==> src/rtl/exec_muldiv_unit.sv <==
// ----------------------------------------------------------------------------
// exec_muldiv_unit
// Iterative multiply/divide unit for the execute stage. Accepts MULT, MULTU,
// DIV and DIVU from the decode->execute register. It produces HI/LO after
// a fixed latency and holds the upstream pipeline (stall_out) while it works.
// Each result carries the active-list tag of the issuing instruction.
//
// Ports
//   clk, rst                  clock, asynchronous active-high reset
//   flush, global_flush       abort the operation in flight
//   start_in, op_in           issue strobe, 00 MULT 01 MULTU 10 DIV 11 DIVU
//   rs_in, rt_in              multiplicand/dividend, multiplier/divisor
//   active_list_index_in      tag of the issuing instruction
//   stall_out                 hold the upstream pipeline registers
//   done_out                  one-cycle pulse, result outputs valid
//   hi_out, lo_out            MUL: product high/low, DIV: remainder/quotient
//   div_by_zero_out           divide with rt==0 (valid with done_out)
//   active_list_index_out     tag latched at accept (valid with done_out)
// ----------------------------------------------------------------------------
module exec_muldiv_unit #(
    parameter int DATA_WIDTH      = 32,
    parameter int FREE_LIST_WIDTH = 3
) (
    input  logic                       clk,
    input  logic                       rst,
    input  logic                       flush,
    input  logic                       global_flush,
    input  logic                       start_in,
    input  logic [1:0]                 op_in,
    input  logic [DATA_WIDTH-1:0]      rs_in,
    input  logic [DATA_WIDTH-1:0]      rt_in,
    input  logic [FREE_LIST_WIDTH-1:0] active_list_index_in,
    output logic                       stall_out,
    output logic                       done_out,
    output logic [DATA_WIDTH-1:0]      hi_out,
    output logic [DATA_WIDTH-1:0]      lo_out,
    output logic                       div_by_zero_out,
    output logic [FREE_LIST_WIDTH-1:0] active_list_index_out
);

    localparam int W     = DATA_WIDTH;
    localparam int CNT_W = (W > 1) ? $clog2(W) : 1;

    typedef enum logic [2:0] {
        S_IDLE,
        S_MUL,
        S_DIV,
        S_FIX,
        S_DONE
    } state_t;

    state_t state, state_next;

    logic [CNT_W-1:0]           count;
    logic                       op_div;
    logic                       neg_res;   // negate product / quotient in FIX
    logic                       neg_rem;   // remainder takes the sign of rs
    logic                       dbz;
    logic [FREE_LIST_WIDTH-1:0] tag;
    logic [W-1:0]               mcand;     // |multiplicand| or |divisor|
    logic [W-1:0]               acc_hi;    // product high half / partial remainder
    logic [W-1:0]               acc_lo;    // multiplier bits / dividend->quotient

    logic kill;
    logic accept;
    logic last;
    logic op_signed;

    logic [W:0]     mul_sum;
    logic [W:0]     div_shift;
    logic [W:0]     div_diff;
    logic           div_ok;
    logic [2*W-1:0] prod_fixed;
    logic [W-1:0]   quo_fixed;
    logic [W-1:0]   rem_fixed;

    function automatic logic [W-1:0] mag(input logic signed [W-1:0] v);
        return v[W-1] ? -v : v;
    endfunction

    function automatic logic [W-1:0] neg_w(input logic [W-1:0] v, input logic en);
        return en ? -v : v;
    endfunction

    function automatic logic [2*W-1:0] neg_2w(input logic [2*W-1:0] v, input logic en);
        return en ? -v : v;
    endfunction

    assign kill      = flush | global_flush;
    assign accept    = (state == S_IDLE) & start_in & ~kill;
    assign last      = (count == CNT_W'(W - 1));
    assign op_signed = ~op_in[0];

    assign stall_out = (state == S_MUL) | (state == S_DIV) | (state == S_FIX) | accept;

    always_comb begin
        state_next = state;
        case (state)
            S_IDLE:  if (accept) state_next = op_in[1] ? S_DIV : S_MUL;
            S_MUL,
            S_DIV:   if (last) state_next = S_FIX;
            S_FIX:   state_next = S_DONE;
            S_DONE:  state_next = S_IDLE;
            default: state_next = S_IDLE;
        endcase
        // A flush abandons the operation from any busy state.
        if (state != S_IDLE && kill) state_next = S_IDLE;
    end

    // Shift-add step: add the multiplicand when the current multiplier bit is
    // set, then shift the 2W accumulator right, consuming that bit.
    assign mul_sum = {1'b0, acc_hi} + (acc_lo[0] ? {1'b0, mcand} : '0);

    // Restoring step: bring down the next dividend bit, trial-subtract.
    // The remainder stays below the divisor, so bit W of the difference
    // is a reliable borrow.
    assign div_shift = {acc_hi, acc_lo[W-1]};
    assign div_diff  = div_shift - {1'b0, mcand};
    assign div_ok    = ~div_diff[W];

    // Sign correction. With a zero divisor the quotient is forced to all
    // ones; the remainder already holds |rs|, so the rs-sign rule restores rs.
    assign prod_fixed = neg_2w({acc_hi, acc_lo}, neg_res);
    assign quo_fixed  = dbz ? '1 : neg_w(acc_lo, neg_res);
    assign rem_fixed  = neg_w(acc_hi, neg_rem);

    always_ff @(posedge clk or posedge rst) begin
        if (rst) begin
            state                 <= S_IDLE;
            count                 <= '0;
            op_div                <= 1'b0;
            neg_res               <= 1'b0;
            neg_rem               <= 1'b0;
            dbz                   <= 1'b0;
            tag                   <= '0;
            mcand                 <= '0;
            acc_hi                <= '0;
            acc_lo                <= '0;
            done_out              <= 1'b0;
            hi_out                <= '0;
            lo_out                <= '0;
            div_by_zero_out       <= 1'b0;
            active_list_index_out <= '0;
        end else begin
            state    <= state_next;
            done_out <= 1'b0;
            case (state)
                // IDLE -> MUL/DIV: latch operand magnitudes, signs and tag
                S_IDLE: begin
                    if (accept) begin
                        count   <= '0;
                        op_div  <= op_in[1];
                        neg_res <= op_signed & (rs_in[W-1] ^ rt_in[W-1]);
                        neg_rem <= op_signed & rs_in[W-1];
                        dbz     <= op_in[1] & (rt_in == '0);
                        tag     <= active_list_index_in;
                        acc_hi  <= '0;
                        if (op_in[1]) begin
                            mcand  <= op_signed ? mag(rt_in) : rt_in;
                            acc_lo <= op_signed ? mag(rs_in) : rs_in;
                        end else begin
                            mcand  <= op_signed ? mag(rs_in) : rs_in;
                            acc_lo <= op_signed ? mag(rt_in) : rt_in;
                        end
                    end
                end
                // MUL iterations: one multiplier bit per cycle
                S_MUL: begin
                    count  <= count + 1'b1;
                    acc_hi <= mul_sum[W:1];
                    acc_lo <= {mul_sum[0], acc_lo[W-1:1]};
                end
                // DIV iterations: one quotient bit per cycle
                S_DIV: begin
                    count  <= count + 1'b1;
                    acc_hi <= div_ok ? div_diff[W-1:0] : div_shift[W-1:0];
                    acc_lo <= {acc_lo[W-2:0], div_ok};
                end
                // FIX -> DONE: register the sign-corrected result
                S_FIX: begin
                    if (!kill) begin
                        if (op_div) begin
                            hi_out          <= rem_fixed;
                            lo_out          <= quo_fixed;
                            div_by_zero_out <= dbz;
                        end else begin
                            {hi_out, lo_out} <= prod_fixed;
                            div_by_zero_out  <= 1'b0;
                        end
                        active_list_index_out <= tag;
                        done_out              <= 1'b1;
                    end
                end
                default: ;
            endcase
        end
    end

endmodule

==> config.mk <==
export PLATFORM = sky130hd
export DESIGN_NAME = exec_muldiv_unit
export DESIGN_NICKNAME = d
export VERILOG_FILES = /design/src/rtl/exec_muldiv_unit.sv
export SDC_FILE = /design/constraint.sdc
export NUM_CORES = 1
export LEC_CHECK = 0
export CAP_MARGIN = 10
export CELL_PAD_IN_SITES_DETAIL_PLACEMENT = 1
export CELL_PAD_IN_SITES_GLOBAL_PLACEMENT = 1
export CORE_MARGIN = 4
export CORE_UTILIZATION = 38
export CTS_CLUSTER_DIAMETER = 150
export DETAILED_ROUTE_END_ITERATION = 12
export PLACE_DENSITY_LB_ADDON = 0.1
export SLEW_MARGIN = 5
export SYNTH_ARGS = -nofsm -noshare
export SYNTH_HDL_FRONTEND = slang
export SYNTH_SLANG_ARGS = --single-unit
==> constraint.sdc <==
create_clock -name clk -period 7.9 [get_ports clk]
set_input_delay 1.58 -clock clk [delete_from_list [all_inputs] [get_ports clk]]
set_output_delay 1.58 -clock clk [all_outputs]
set_load 0.03 [all_outputs]
==> results.txt <==
* Status: finished clean
* Worst IR drop on VDD: 0.251 mV
* Share of synthesized registers carrying an async set or reset: 100%
- Counting I/O delays and the setup requirement, the final critical path takes 5.29 ns.
* Count of flip-flops with a built-in enable after synthesis: 0
- TritonCTS built the clock tree.
* Power per cell area: 457 mW/mm2
- Launch instance of the worst min-delay path: hi_out[16]
- CP arrival: 3.71 ns
- Summing all non-filler instances in the final layout gives an area of 0.0165 mm2.
- Syn Nets: 1,908
* Vias in the first global route: 14.0k
* Peak per-stage delay on the critical path: 0.68 ns
- In this run the worst hold path is classified as reg2reg.
- Maximum net fanout on the critical path: 32
- Power comes to 0.00754 W.
- The first global-routing pass estimated 78.9 mm of wire.
- Together, buffers and inverters on the worst path number 2.
- DR pass1 iterations: 5
- Relative to the synthesized area, the layout overhead comes to 17.1%.
- sky130_fd_sc_hd__nand2_1 is the most common cell in the netlist.
* Internal reg-to-reg setup slack: 3.40 ns
- Period utilization: 67.0%
* Synthesized netlist cell count: 1,762
* Detailed Route Iter0 Violations: 735
* Critical Path Most Common Cell: sky130_fd_sc_hd__clkdlybuf4s50_1
* Cell chain of the critical path: clkdlybuf4s50_1 -> nor2_1 -> a211o_1 -> nand2_2 -> nand2_1 -> clkdlybuf4s50_1
- Buffers inserted to repair hold after CTS numbered 0.
- Mean post-synth cell area: 8.00 um2
- CP max-delay cell: sky130_fd_sc_hd__clkdlybuf4s50_1
- Kind of end point of the critical path: output port
- DP Area: 0.0159 mm2
* Cell total after placement: 2,290
- The worst register-to-register path ends at acc_hi[5].
- The biggest area contributor in the post-synthesis netlist is sky130_fd_sc_hd__dfrtp_1.
- The initial utilization of the core area, before any placement, comes to 38.5%.
- IO buf count: 143
* Clock Tree Buf Depth: 2
- After global routing the overflow that remains totals 0.
* Io pins: 144
- TritonCTS buffer count: 17
- Vias/cell: 5.77
- Element type at the critical path start: input port
- Setup repair after global routing missed its margin: false
- Final net count: 1,987
- Post-DP HPWL: 37.6 mm
* Die outline area: 0.0403 mm2
- Count of vias placed by the detailed router: 13.4k
- The later pin in the worst-skew pair is clocked with a latency of 0.48 ns.
* Number of setup violations in the final report: 0
- Primary flip-flop cell chosen by synthesis mapping: sky130_fd_sc_hd__dfrtp_1
* Chip height: 201 um
* Mapped Area: 0.0141 mm2
- Largest net degree at the start of global routing: 106
- Max-slew violations: 0
- The worst register-to-register path has a depth of 13.
* Final std cells w/o fill: 2,322
* Maximum operating frequency: 189 MHz
- Sorting the synthesized cells by area gives the leading types as sky130_fd_sc_hd__dfrtp_1, sky130_fd_sc_hd__o21ai_0, sky130_fd_sc_hd__ha_1.
- Clock skew after layout: 0.0219 ns
- Sequential cell area fraction in the yosys report: 31.9%
* Total number of H-tree levels: 4
- Number of instances resized during post-cts repair: 0
- WL per Instance: 21.2 um
* TritonCTS Sinks: 180
- Fraction of final layout cells sized beyond drive strength 1: 4.96%
- Once detail routing completed, the nets flagged for antenna violations numbered 0.
- Type of the setup path with the least slack: in2out
- CORE AREA: 0.0366 mm2
* Initial antenna violation count: 0
- For this run, the number of Yosys warnings is 0.
- After clock tree synthesis, the clock-pin slew on the worst setup and hold paths is 0.07 ns.
* Flops & latches, synth: 180
- Global Route Usage Sum: 24.2%
* Number of setup buffers added after CTS: 0
* Worst slew margin relative to its limit: 18.7%
- Setup tns final: 0 ns
* Total wirelength of the detailed-routed design: 49.2 mm
* # rows: 70
* Remaining DRCs: 0
- Crit path required time: 6.32 ns
- At the pin with the least slew margin, the transition time is 1.22 ns.
- Synth top cells by count: sky130_fd_sc_hd__nand2_1, sky130_fd_sc_hd__nor2_1, sky130_fd_sc_hd__dfrtp_1
* Routability cong.: 0.928
* Number of antenna cells inserted: 0
- Summed over all cells, the static leakage comes to 6.98 nW.
* Share of the synthesized area in the top cell type: 31.9%
- Die span in x: 201 um
- In this run, distinct cell masters in the synthesized netlist total 81.
* Largest delay contributor family on the critical path: buffers and inverters
- The root buffer cell chosen for the clock tree is sky130_fd_sc_hd__clkbuf_16.
- The worst hold path passes through 2 cells.
* Number of violations of the max-capacitance limit: 0
- For hold timing, the worst endpoint is hi_out[16].
* Reg2reg start: acc_hi[0]
- The hold violation total from the final report came to 0.
==> state kept, by name, indices dropped and copies added, names as in the netlist <==
name and count:
dbz 1, lo_out 32, div_by_zero_out 1, count 5
neg_res 1, op_div 1, mcand 32, acc_hi 32
done_out 1, state 3, neg_rem 1, hi_out 32
acc_lo 32, active_list_index_out 3, tag 3
==> cells by family after synthesis <==
family / synth area share (%)
buffers and inverters: 4.33
DFF: 31.9
xor gates and xnor gates: 10.9
muxes: 2.30
adders and majority gates: 6.49
AOI/OAI and AO/OA: 25.0
and+or+nand+nor: 19.1
==> worst min-delay path, stage by stage, from the launching register on <==
cell and delay (ns):
sky130_fd_sc_hd__dfrtp_1 0.34, sky130_fd_sc_hd__nand2_1 0.05, sky130_fd_sc_hd__o21ai_0 0.06
==> final cells by class <==
class	count	area, um2
fill	4421	20100
multi-input combinational	1423	9030
sequential	180	4500
timing repair buffer	156	1520
tap	468	586
clock buffer	17	425
inverter	63	244
clock inverter	15	201
==> through the flow <==
step	setup slack, ns	hold WS (ns)	util (%)
finish	2.61	0.478	45.1
global route	2.44	0.506	45.1
CTS	2.59	0.484	45.1
detailed placement	2.61	0.466	43.4
global placement	2.65	0.448	43.4
floorplan	1.43	0.439	-
==> worst max path at each step <==
stage	from	to	slack, ns	cells after the start
floorplan	rst	acc_hi[0]	1.43	1
global placement	global_flush	stall_out	2.65	6
detailed placement	global_flush	stall_out	2.61	6
CTS	global_flush	stall_out	2.59	6
global route	global_flush	stall_out	2.44	6
finish	global_flush	stall_out	2.61	6
==> layer usage <==
| layer | vias to the layer above | track usage [%] | wire length, um |
|---|---|---|---|
| met2 | 292 | 40.5 | 23100 |
| met3 | 65 | 2.91 | 1820 |
| met5 | - | 0 | 0 |
| li1 | 6464 | - | - |
| met1 | 6567 | 32.8 | 22900 |
| met4 | 0 | 8.04 | 1370 |
==> report_power, final <==
part	leakage, nW	internal [W]	switching [W]	total (W)
clock network	0.300	0.000461	0.000467	0.000929
logic	4.35	0.00188	0.00288	0.00476
registers	2.33	0.00130	0.000556	0.00185
==> cells in the final DEF, fill, tap and decap left out, types with 7 or more instances in the layout <==
master and instances:
sky130_fd_sc_hd__o221ai_1 9, sky130_fd_sc_hd__nand4_1 10, sky130_fd_sc_hd__o221a_2 8, sky130_fd_sc_hd__o21ai_0 179
sky130_fd_sc_hd__o31ai_1 25, sky130_fd_sc_hd__or2_2 7, sky130_fd_sc_hd__a22oi_1 29, sky130_fd_sc_hd__o21a_1 9
sky130_fd_sc_hd__inv_1 60, sky130_fd_sc_hd__and2_1 7, sky130_fd_sc_hd__nor2_1 180, sky130_fd_sc_hd__nor2b_1 20
sky130_fd_sc_hd__clkdlybuf4s50_1 142, sky130_fd_sc_hd__o21bai_1 11, sky130_fd_sc_hd__ha_1 70, sky130_fd_sc_hd__buf_4 13
sky130_fd_sc_hd__a211oi_1 13, sky130_fd_sc_hd__a31oi_1 15, sky130_fd_sc_hd__dfrtp_1 180, sky130_fd_sc_hd__nor4_1 10
sky130_fd_sc_hd__xnor2_1 94, sky130_fd_sc_hd__or4_1 11, sky130_fd_sc_hd__xor2_1 79, sky130_fd_sc_hd__o211ai_1 7
sky130_fd_sc_hd__nor3_1 34, sky130_fd_sc_hd__nand2_1 206, sky130_fd_sc_hd__and3_1 10, sky130_fd_sc_hd__or3_1 14
sky130_fd_sc_hd__a222oi_1 18, sky130_fd_sc_hd__o21ai_1 8, sky130_fd_sc_hd__o41ai_1 10, sky130_fd_sc_hd__a221oi_1 7
sky130_fd_sc_hd__a21o_1 18, sky130_fd_sc_hd__a21oi_1 167, sky130_fd_sc_hd__nand3_1 17, sky130_fd_sc_hd__nand2b_1 18
sky130_fd_sc_hd__clkbuf_16 17, sky130_fd_sc_hd__mux2i_1 29
Power figures use the tool's default switching activity.
==> RTL change 1: new RTL, same flow settings <==
Re-encode `state_t` (5 states) as one-hot, 5 bits wide.
--- a/src/rtl/exec_muldiv_unit.sv
+++ b/src/rtl/exec_muldiv_unit.sv
@@ -42,10 +42,10 @@
     localparam int CNT_W = (W > 1) ? $clog2(W) : 1;
 
-    typedef enum logic [2:0] {
-        S_IDLE,
-        S_MUL,
-        S_DIV,
-        S_FIX,
-        S_DONE
+    typedef enum logic [4:0] {
+        S_IDLE = 5'b00001,
+        S_MUL  = 5'b00010,
+        S_DIV  = 5'b00100,
+        S_FIX  = 5'b01000,
+        S_DONE = 5'b10000
     } state_t;
 
Check against the original RTL: same outputs for any inputs over 10 cycles, from zero or initial values and one cycle with rst high; not proved beyond that.
==> RTL change 1 against the original RTL <==
Sequential share of layout area rose by 0.31 points. Non-clock buffer count rose by 5. Core utilization fell by 0.10 points. Final area barely moved. Routed wire length rose by 1.2%. Synthesized area rose by 0.41%. Worst setup slack got worse by 0.48 ns. Sequential cell count rose by 2. Synthesized cell count fell by 1.2%. Largest cell class unchanged. Highest routed layer unchanged.
Power is not compared: it rests on default switching activity, and its combinational part moved more than twofold at a synthesized area within 25%.
==> RTL change 1: results (changes against the original RTL) <==
* Result of the run: completed
* Synthesized-area fraction occupied by xor and xnor cells at 0.1089 (+0.0002655)
* Met3 routed wirelength at 1.541 mm (-15%)
* Worst Reg-to-Reg Cells at 13 (unchanged)
* Count of distinct cell types in the synthesized netlist at 84 (+3.7%)
* Pre-CTS setup slack at 2.109 ns (-0.4983 ns)
* Iteration-0 DRC count of the detailed router at 805 (+9.5%)
* Final Skew at 0.01616 ns (-0.005753 ns)
* HPWL after detailed placement at 37.96 mm (+1.0%)
* Slew @ Worst Pin at 1.107 ns (-0.1115 ns)
* Area share of fa/ha/maj cells after synthesis at 0.06468 (-0.0002640)
* Wire length per cell after detailed routing at 21.61 um (+2.0%)
* Wire length of the first global-routing pass at 79.37 mm (+0.58%)
* Final critical delay including setup and external delays at 5.773 ns (+0.4833 ns)
* Placed Instance Area at 0.01594 sq mm (+0.35%)
* Mapped Cells at 1,741 (-1.2%)
* Commonest cells post-synth: sky130_fd_sc_hd__nor2_1, sky130_fd_sc_hd__nand2_1, sky130_fd_sc_hd__dfrtp_1, sky130_fd_sc_hd__o21ai_0, sky130_fd_sc_hd__a21oi_1
* Net count of the mapped netlist at 1,887 (-1.1%)
* Met2 routed WL at 23.57 mm (+2.1%)
* Maximum fanout along the worst path at 54 (+69%)
* Final Instance Count excl. Fillers at 2,304 (-0.78%)
* Global-route usage over all layers at 0.2429 (+0.0008555)
* Global routing met1 resource utilization at 0.3323 (+0.004742)
* Register-to-register setup slack at 3.23 ns (-0.17 ns)
* Share of cell area taken by muxes after synthesis at 0.02138 (-0.001596)
* Via count of the first global-routing pass at 13.97k (-0.39%)
* Wire length on met1 at 23.39 mm (+2.0%)
* Post-synthesis sequential area ratio at 0.3217 (+0.002325)
* Post-synthesis compound-gate area fraction at 0.2600 (+0.01021)
* Iteration count of the initial detailed-routing pass at 8 (+3)
* Nets@finish at 1,970 (-0.86%)
* Maximum number of pins on one net before global-route repair at 116 (+9.4%)
## RTL change 1: through the flow
| stage | utilization | hold slack, ns |
|---|---|---|
| floorplan | - | 0.4386 |
| global placement | 0.4344 | 0.4501 |
| detailed placement | 0.4344 | 0.4650 |
| CTS | 0.4501 | 0.4829 |
| global route | 0.4501 | 0.5028 |
| finish | 0.4501 | 0.4776 |
## RTL change 1: worst min-delay path by stage
stage / startpoint / endpoint / cells after the start
2_1_floorplan: tag[0] / active_list_index_out[0] / 2
3_3_place_gp: tag[0] / active_list_index_out[0] / 2
3_5_place_dp: tag[0] / active_list_index_out[0] / 2
4_1_cts: tag[2] / active_list_index_out[2] / 2
5_1_grt: mcand[13] / mcand[13] / 2
6_report: tag[2] / active_list_index_out[2] / 2
## RTL change 1: layout make-up
class                           instances  area share
Timing Repair Buffer                  161     0.09454
Multi-Input combinational cell       1401      0.5451
Tap cell                              468     0.03545
Clock inverter                         13    0.008787
Sequential cell                       182      0.2758
Inverter                               61     0.01432
Clock buffer                           18     0.02598
==> RTL change 2: new RTL, config.mk and constraints unchanged <==
Without the edit above. Set the parameter `DATA_WIDTH` to 16 (it was 32).
--- a/src/rtl/exec_muldiv_unit.sv
+++ b/src/rtl/exec_muldiv_unit.sv
@@ -19,5 +19,5 @@
 // ----------------------------------------------------------------------------
 module exec_muldiv_unit #(
-    parameter int DATA_WIDTH      = 32,
+    parameter int DATA_WIDTH      = 16,
     parameter int FREE_LIST_WIDTH = 3
 ) (
Ports: changed (resized hi_out, lo_out, rs_in and rt_in); port bits go from 144 to 80. The function was not compared with the original's and may differ.
==> RTL change 2 against the original RTL <==
Combinational power decreased by 68%. First-iteration DRC count decreased by 47%. Power is 63% lower. Worst setup slack gained 0.54 ns. Sequential cell count is 81 lower. Routed wire length decreased by 56%. Count of clock-buffer cells in the layout decreased by 8. Synthesized area fell by 48%. Final area fell by 48%.
==> RTL change 2: results (changes against the original RTL) <==
* Result of the run: completed
* Via count of the first global-routing pass at 6,739 (-52%)
* Count of distinct cell types in the synthesized netlist at 68 (-16%)
* Multi-input combinational cell area at 0.004527 sq mm (-50%)
* Power per cell area at 327.3 mW/mm^2 (-28%)
* Number of fillers in the final layout at 2,261 (-49%)
* Met3 capacity usage during global routing at 0.02159 (-0.007488)
* Power Internal at 1520 uW (-58%)
* Placer Congestion at 0.8206 (-12%)
* Global routing usage on met2 at 0.3217 (-0.08303)
* Summed area of non-filler cells in the final layout at 0.008638 sq mm (-48%)
* Placed Instance Area at 0.008348 sq mm (-47%)
* Global-route usage over all layers at 0.2045 (-0.03762)
* Global routing met1 resource utilization at 0.3017 (-0.02588)
* Pre-CTS setup slack at 3.149 ns (+0.5420 ns)
* Total detailed-routing wirelength at 21.72 mm (-56%)
* Source-to-sink clock delay at the later pin of the worst-skew pair at 0.36 ns (-0.12 ns)
* Wire length of the first global-routing pass at 36.24 mm (-54%)
* Peak VDD IR at 0.1623 mV (-35%)
* Port bufs at 79 (-45%)
* Commonest cells post-synth: sky130_fd_sc_hd__nor2_1, sky130_fd_sc_hd__dfrtp_1, sky130_fd_sc_hd__nand2_1, sky130_fd_sc_hd__a21oi_1, sky130_fd_sc_hd__o21ai_0
* HPWL after detailed placement at 16.72 mm (-56%)
* Maximum fanout along the worst path at 4 (-88%)
* Met3 routed wirelength at 715 um (-61%)
* Met2 routed WL at 9.747 mm (-58%)
RTL change 2: logic make-up after synthesis:
group	count (synthesis)	share of synthesized area
compound gates	268	0.2302
xor+xnor	80	0.09501
fa+ha+maj	39	0.06820
buf+inv	95	0.05090
flops	99	0.3359
mux	23	0.03224
simple gates	298	0.1875
RTL change 2: worst register-to-register path, cell delays in order, from the launching register on:
cell                        delay, ns
sky130_fd_sc_hd__dfrtp_1         0.41
sky130_fd_sc_hd__inv_1           0.11
sky130_fd_sc_hd__ha_1            0.23
sky130_fd_sc_hd__fa_1            0.46
sky130_fd_sc_hd__nor2b_4         0.15
sky130_fd_sc_hd__o2111ai_2       0.12
sky130_fd_sc_hd__and3_4          0.22
sky130_fd_sc_hd__o41ai_4         0.44
sky130_fd_sc_hd__mux2i_1         0.49
sky130_fd_sc_hd__nand2_4         0.29
sky130_fd_sc_hd__a222oi_1        0.39
sky130_fd_sc_hd__a21oi_1         0.12
RTL change 2: path summary, 6_finish.rpt:
| kind | slack (ns) | depth (start not counted) | to | from |
|---|---|---|---|---|
| max | 3.15 | 5 | stall_out | global_flush |
| min | 0.47 | 2 | active_list_index_out[1] | tag[1] |
| max reg2reg | 4.32 | 11 | acc_lo[0] | acc_lo[15] |
| min reg2reg | 0.47 | 2 | active_list_index_out[1] | tag[1] |
| max in group asynchronous | 5.14 | 3 | hi_out[1] | rst |
| min in group asynchronous | 1.62 | 2 | div_by_zero_out | rst |
RTL change 2: per-stage QoR:
| stage | std cells | util |
|---|---|---|
| after global placement | 1200 | 0.4419 |
| after global routing | 1216 | 0.4572 |
| after CTS | 1216 | 0.4572 |
| after detailed placement | 1200 | 0.4419 |
| after floorplan | 902 | - |
| final | 1216 | 0.4572 |
